[src/rtl/approx_mult_err_eval_pkg.sv]
// Shared types and width helpers for the approximate-multiplier error evaluator.
package approx_mult_err_eval_pkg;

  typedef enum logic [1:0] {
    IDLE  = 2'd0,
    SWEEP = 2'd1,
    DRAIN = 2'd2,
    DONE  = 2'd3
  } state_e;

  function automatic int prod_w(input int n);
    return 2 * n;
  endfunction

  function automatic int cnt_w(input int n);
    return 2 * n + 1;
  endfunction

  function automatic int sum_w(input int n);
    return 4 * n;
  endfunction

  function automatic int bias_w(input int n);
    return 4 * n + 1;
  endfunction

endpackage

[src/rtl/approx_mult_err_eval_err_accum.sv]
// Error metric datapath: stage 2 forms the signed error, stage 3 accumulates it.
module err_accum
  import approx_mult_err_eval_pkg::*;
#(
  parameter int N = 4
) (
  input  logic                clk,
  input  logic                rst,
  input  logic                clr_i,
  input  logic                flush_i,
  input  logic                vld_i,
  input  logic [2*N-1:0]      prod_i,
  input  logic [2*N-1:0]      exact_i,
  output logic [2*N:0]        err_cnt_o,
  output logic [4*N-1:0]      sum_abs_err_o,
  output logic [2*N-1:0]      max_abs_err_o,
  output logic signed [4*N:0] bias_o
);

  localparam int PW = prod_w(N);
  localparam int CW = cnt_w(N);
  localparam int SW = sum_w(N);
  localparam int BW = bias_w(N);

  logic signed [PW:0]   diff_d, diff_q, neg_d;
  logic [PW-1:0]        abs_d, abs_q;
  logic                 nz_q, s2_vld_q;
  logic [CW-1:0]        cnt_q;
  logic [SW-1:0]        sum_q;
  logic [PW-1:0]        max_q;
  logic signed [BW-1:0] bias_q;

  // One extra bit holds the full signed range of product minus exact.
  always_comb begin
    diff_d = $signed({1'b0, prod_i}) - $signed({1'b0, exact_i});
    neg_d  = -diff_d;
    abs_d  = diff_d[PW] ? neg_d[PW-1:0] : diff_d[PW-1:0];
  end

  always_ff @(posedge clk or posedge rst) begin
    if (rst) begin
      s2_vld_q <= 1'b0;
      diff_q   <= '0;
      abs_q    <= '0;
      nz_q     <= 1'b0;
    end else begin
      s2_vld_q <= vld_i & ~flush_i & ~clr_i;
      if (vld_i) begin
        diff_q <= diff_d;
        abs_q  <= abs_d;
        nz_q   <= (diff_d != '0);
      end
    end
  end

  always_ff @(posedge clk or posedge rst) begin
    if (rst) begin
      cnt_q  <= '0;
      sum_q  <= '0;
      max_q  <= '0;
      bias_q <= '0;
    end else if (clr_i) begin
      cnt_q  <= '0;
      sum_q  <= '0;
      max_q  <= '0;
      bias_q <= '0;
    end else if (s2_vld_q && !flush_i) begin
      cnt_q  <= cnt_q + {{(CW-1){1'b0}}, nz_q};
      sum_q  <= sum_q + {{(SW-PW){1'b0}}, abs_q};
      bias_q <= bias_q + {{(BW-PW-1){diff_q[PW]}}, diff_q};
      if (abs_q > max_q) max_q <= abs_q;
    end
  end

  assign err_cnt_o     = cnt_q;
  assign sum_abs_err_o = sum_q;
  assign max_abs_err_o = max_q;
  assign bias_o        = bias_q;

endmodule

[src/rtl/approx_mult_err_eval.sv]
// Exhaustive sweep controller: drives every operand pair into an external
// approximate multiplier and reports error metrics against the exact product.
module approx_mult_err_eval
  import approx_mult_err_eval_pkg::*;
#(
  parameter int N = 4
) (
  input  logic                clk,
  input  logic                rst,
  input  logic                start,
  input  logic                abort,
  output logic [N-1:0]        op_a,
  output logic [N-1:0]        op_b,
  input  logic [2*N-1:0]      mult_r,
  output logic                busy,
  output logic                done,
  output logic [2*N:0]        err_cnt,
  output logic [4*N-1:0]      sum_abs_err,
  output logic [2*N-1:0]      max_abs_err,
  output logic signed [4*N:0] bias
);

  localparam int PW = prod_w(N);

  state_e        state_q, state_d;
  logic [PW-1:0] ops_q, ops_d;
  logic          drain_q, drain_d;
  logic          s1_vld_q, s1_vld_d;
  logic [PW-1:0] s1_prod_q, s1_exact_q, exact_w;
  logic          clr, flush;

  // op_a is the high half of the counter so op_b runs as the inner index.
  assign op_a    = ops_q[PW-1:N];
  assign op_b    = ops_q[N-1:0];
  assign exact_w = {{N{1'b0}}, op_a} * {{N{1'b0}}, op_b};
  assign busy    = (state_q == SWEEP) || (state_q == DRAIN);
  assign done    = (state_q == DONE);

  always_comb begin
    state_d  = state_q;
    ops_d    = ops_q;
    drain_d  = drain_q;
    s1_vld_d = 1'b0;
    clr      = 1'b0;
    flush    = 1'b0;
    case (state_q)
      IDLE, DONE: begin
        if (start) begin
          state_d = SWEEP;
          ops_d   = '0;
          clr     = 1'b1;
        end else begin
          state_d = IDLE;
        end
      end
      SWEEP: begin
        if (abort) begin
          state_d = IDLE;
          ops_d   = '0;
          flush   = 1'b1;
        end else begin
          s1_vld_d = 1'b1;
          ops_d    = ops_q + 1'b1;
          if (&ops_q) begin
            state_d = DRAIN;
            drain_d = 1'b0;
          end
        end
      end
      DRAIN: begin
        if (abort) begin
          state_d = IDLE;
          flush   = 1'b1;
        end else if (drain_q) begin
          state_d = DONE;
        end else begin
          drain_d = 1'b1;
        end
      end
      default: state_d = IDLE;
    endcase
  end

  always_ff @(posedge clk or posedge rst) begin
    if (rst) begin
      state_q    <= IDLE;
      ops_q      <= '0;
      drain_q    <= 1'b0;
      s1_vld_q   <= 1'b0;
      s1_prod_q  <= '0;
      s1_exact_q <= '0;
    end else begin
      state_q  <= state_d;
      ops_q    <= ops_d;
      drain_q  <= drain_d;
      s1_vld_q <= s1_vld_d;
      if (s1_vld_d) begin
        s1_prod_q  <= mult_r;
        s1_exact_q <= exact_w;
      end
    end
  end

  err_accum #(.N(N)) u_accum (
    .clk           (clk),
    .rst           (rst),
    .clr_i         (clr),
    .flush_i       (flush),
    .vld_i         (s1_vld_q),
    .prod_i        (s1_prod_q),
    .exact_i       (s1_exact_q),
    .err_cnt_o     (err_cnt),
    .sum_abs_err_o (sum_abs_err),
    .max_abs_err_o (max_abs_err),
    .bias_o        (bias)
  );

endmodule

[config.mk]
export PLATFORM = sky130hd
export DESIGN_NAME = approx_mult_err_eval
export DESIGN_NICKNAME = d
export VERILOG_FILES = /design/src/rtl/approx_mult_err_eval_pkg.sv /design/src/rtl/approx_mult_err_eval_err_accum.sv /design/src/rtl/approx_mult_err_eval.sv
export SDC_FILE = /design/constraint.sdc
export NUM_CORES = 1
export LEC_CHECK = 0
export BUFFER_PORTS_ARGS = -buffer_cell sky130_fd_sc_hd__buf_2
export CAP_MARGIN = 30
export CORE_MARGIN = 2
export CORE_UTILIZATION = 60
export CTS_CLUSTER_SIZE = 14
export DETAILED_ROUTE_END_ITERATION = 6
export MAX_ROUTING_LAYER = met4
export PLACE_DENSITY_LB_ADDON = 0.2
export SYNTH_ARGS = -nofsm -noshare
export SYNTH_HDL_FRONTEND = slang
export SYNTH_SLANG_ARGS = --single-unit
[constraint.sdc]
create_clock -name clk -period 7.6 [get_ports clk]
set_clock_uncertainty 0.15 [all_clocks]
set_input_delay 1.52 -clock clk [delete_from_list [all_inputs] [get_ports clk]]
set_output_delay 1.52 -clock clk [all_outputs]
set_load 0.1 [all_outputs]
==> impl_metrics.csv <==
group,metric,value,unit
sta,rsz0062_at_grt,"no",
global_routing,grtUsageTotal,26.3,%
clock_tree,clk_latency,0.38,ns
placement,routabilityCongestion,0.906,
clock_tree,clk_pin_slew,0.10,ns
clock_tree,numCtsBuffers,9,
final_layout,nNetsFinal,802,
synth,syn_nets,735,
global_routing,grt.busiest_layer,"met2",
sta,maxSlewViolCount,0,
clock_tree,root_buffer,"clkbuf_8",
synth,synth.distinct_cells,51,
placement,dp_slack,3.88,ns
global_routing,overflow,0,
synth,ys_warn_count,0,
synth,synthTopCellsByArea,"dfrtp_1 (39%), ha_1 (12%), nand2_1 (5.1%)",
synth,synthesis.area,0.00612,mm²
floorplan,ios,72,
final_layout,drive_above_1_share,15.5,%
final_layout,area_delta_synth_final,11.2,%
synth,yosysTopAreaCell,"dfrtp_1",
synth,synthFlopType,"dfrtp_1",
global_routing,grtUsageMet2,43.3,%
synth,async_flop_share,100,%
global_routing,antenna_found_initial,0,
sta,period_minus_slack,3.40,ns
synth,ys_ff_latch,96,
detailed_routing,wl,13500,µm
detailed_routing,via_per_inst,5.82,
global_routing,grtUsageMet3,3.56,%
clock_tree,htreeDepth,3,
detailed_routing,num_vias,5015,
synth,syn_area_per_cell,9.32,µm²
sta,setup_tns,0,ns
sta,fin_ws,4.20,ns
floorplan,die_y,105,µm
detailed_routing,drtIter0Drc,208,
global_routing,grt_max_degree,70,
hold_path,hp-start,"s1_exact_q[0]",
worst_setup_path,path_max_fanout,6,
final_layout,stdcell_count,861,
worst_setup_path,crit_required,5.93,ns
clock_tree,clock-sinks,96,
synth,ys_seq_area_share,39.2,%
worst_setup_path,rrSetupSlack,4.30,ns
clock_tree,cts-resized-gates,0,
placement,port_buffers,71,
worst_setup_path,reg2reg_from,"ops_q[3]",
placement,place_inst,846,
final_layout,num_antenna_cells,0,
sta,tightest_slew,0.990,ns
floorplan,dieWidth,105,µm
sta,fmax,295,MHz
synth,syn_inst,657,
detailed_routing,drt_first_pass_iters,6,
synth,synth_top_cell_area_share,39.2,%
sta,fin_crit_sh,44.7,%
floorplan,rows,36,
flow_run,max_cap_viol_count,0,
sta,slew_headroom,34.0,%
worst_setup_path,arrival,1.73,ns
floorplan,die_area,0.0110,mm²
clock_tree,clockBufferDepth,2,
global_routing,grt_pass1_wl,22900,µm
floorplan,initial_utilization,62.3,%
clock_tree,hold_buffers,0,
hold_path,hp-class,"register to register",
clock_tree,cts_tree,"yes",
floorplan,core-area,0.00982,mm²
detailed_routing,wl_per_cell,15.6,µm
sta,hold_viol_final,0,
worst_setup_path,crit_start,"state_q[0]",
sta,whs,0.345,ns
worst_setup_path,crit_type,"register to output port",
placement,dpl.hpwl,9940,µm
global_routing,grt_pass1_vias,4897,
global_routing,use_met1,32.8,%
detailed_routing,post-route-drc-count,0,
synth,synth_edf_count,0,
worst_setup_path,critical_path.endpoint_type,"output port",
clock_tree,post_cts_buffers,0,
sta,setup_viol,0,
detailed_routing,ant_nets,0,
run_status,status,"completed",
worst_setup_path,cp-start-kind,"register",
[layout by cell type, fill, tap and decap left out, types with 8 or more instances in the layout]
cell / instances
a211oi_1: 8
nand2_1: 83
o31ai_1: 8
a21oi_1: 48
a22o_1: 13
xor2_1: 21
mux2_2: 9
clkbuf_8: 11
nand3_1: 19
and2_1: 15
a21o_1: 21
dfrtp_1: 96
xnor2_1: 23
nor2_1: 47
buf_2: 71
inv_1: 37
ha_1: 59
o21ai_0: 37
[cell usage after synthesis (5+ instances only)]
cell type,n
mux2i_1,6
ha_1,59
and2_1,15
a211oi_1,8
o21ai_0,37
a22o_1,13
dfrtp_1,96
mux2_2,9
o21a_1,7
or3_1,6
clkbuf_1,17
nand2b_1,5
nand3_1,19
a31oi_1,6
xor2_1,21
nand4_1,6
a21o_1,21
a21oi_1,48
nor3_1,5
nand2_1,83
fa_1,7
o31ai_1,8
o21ai_1,7
inv_1,38
xnor2_1,23
nor2_1,47
[final cells by class]
| cell class | count | area, µm² |
|---|---|---|
| well taps | 133 | 166 |
| repair buffers | 75 | 385 |
| inverters | 39 | 148 |
| clock inverters | 4 | 52.6 |
| multi-input cells | 503 | 3500 |
| clock buffers | 11 | 151 |
| fillers | 814 | 3010 |
| flip-flops and latches | 96 | 2400 |
[final timing paths]
kind | to | cells after the start
setup / recovery | busy | 4
hold / removal | s1_exact_q[0] | 2
setup reg to reg | s1_exact_q[7] | 11
hold reg to reg | s1_exact_q[0] | 2
max in group asynchronous | s1_prod_q[4] | 3
min in group asynchronous | u_accum.err_cnt_o[4] | 2
[flip-flops by register name, summed over array words and instances (netlist names)]
name / cells
u_accum.bias_o: 17
u_accum.sum_abs_err_o: 16
u_accum.err_cnt_o: 9
ops_q: 8
s1_exact_q: 8
s1_prod_q: 8
u_accum.abs_q: 8
u_accum.diff_q: 8
u_accum.max_abs_err_o: 8
state_q: 2
drain_q: 1
s1_vld_q: 1
u_accum.nz_q: 1
u_accum.s2_vld_q: 1
[through the flow]
stage          instance area, µm²  util [%]
6_report                     6810      69.3
5_1_grt                      6810      69.3
4_1_cts                      6810      69.3
3_5_place_dp                 6600      67.2
3_3_place_gp                 6600      67.2
2_1_floorplan                6120         -
[metal layers]
metal,vias to the layer above,wire (µm)
li1,2431,-
met1,2433,5830
met2,125,6740
met3,26,563
met4,0,314
met5,-,0
[worst max-delay path: stages, from the launching register on]
cell     delay (ns)
dfrtp_1        0.39
inv_1          0.07
ha_1           0.37
inv_2          0.09
buf_2          0.42
[kinds of logic (layout without fill, tap and decap cells)]
family	after synthesis	in the layout	synth area share, %
AOI/OAI and AO/OA	178	178	19.0
xor gates and xnor gates	44	44	6.29
adders and majority gates	66	66	14.3
buffers and inverters	58	129	3.58
DFF	96	96	39.2
muxes	15	15	2.64
and+or+nand+nor	200	200	14.9
Power is left out: the tool's default activity adds up to more than one toggle a clock period on the data nets, which glitch-free logic cannot reach.
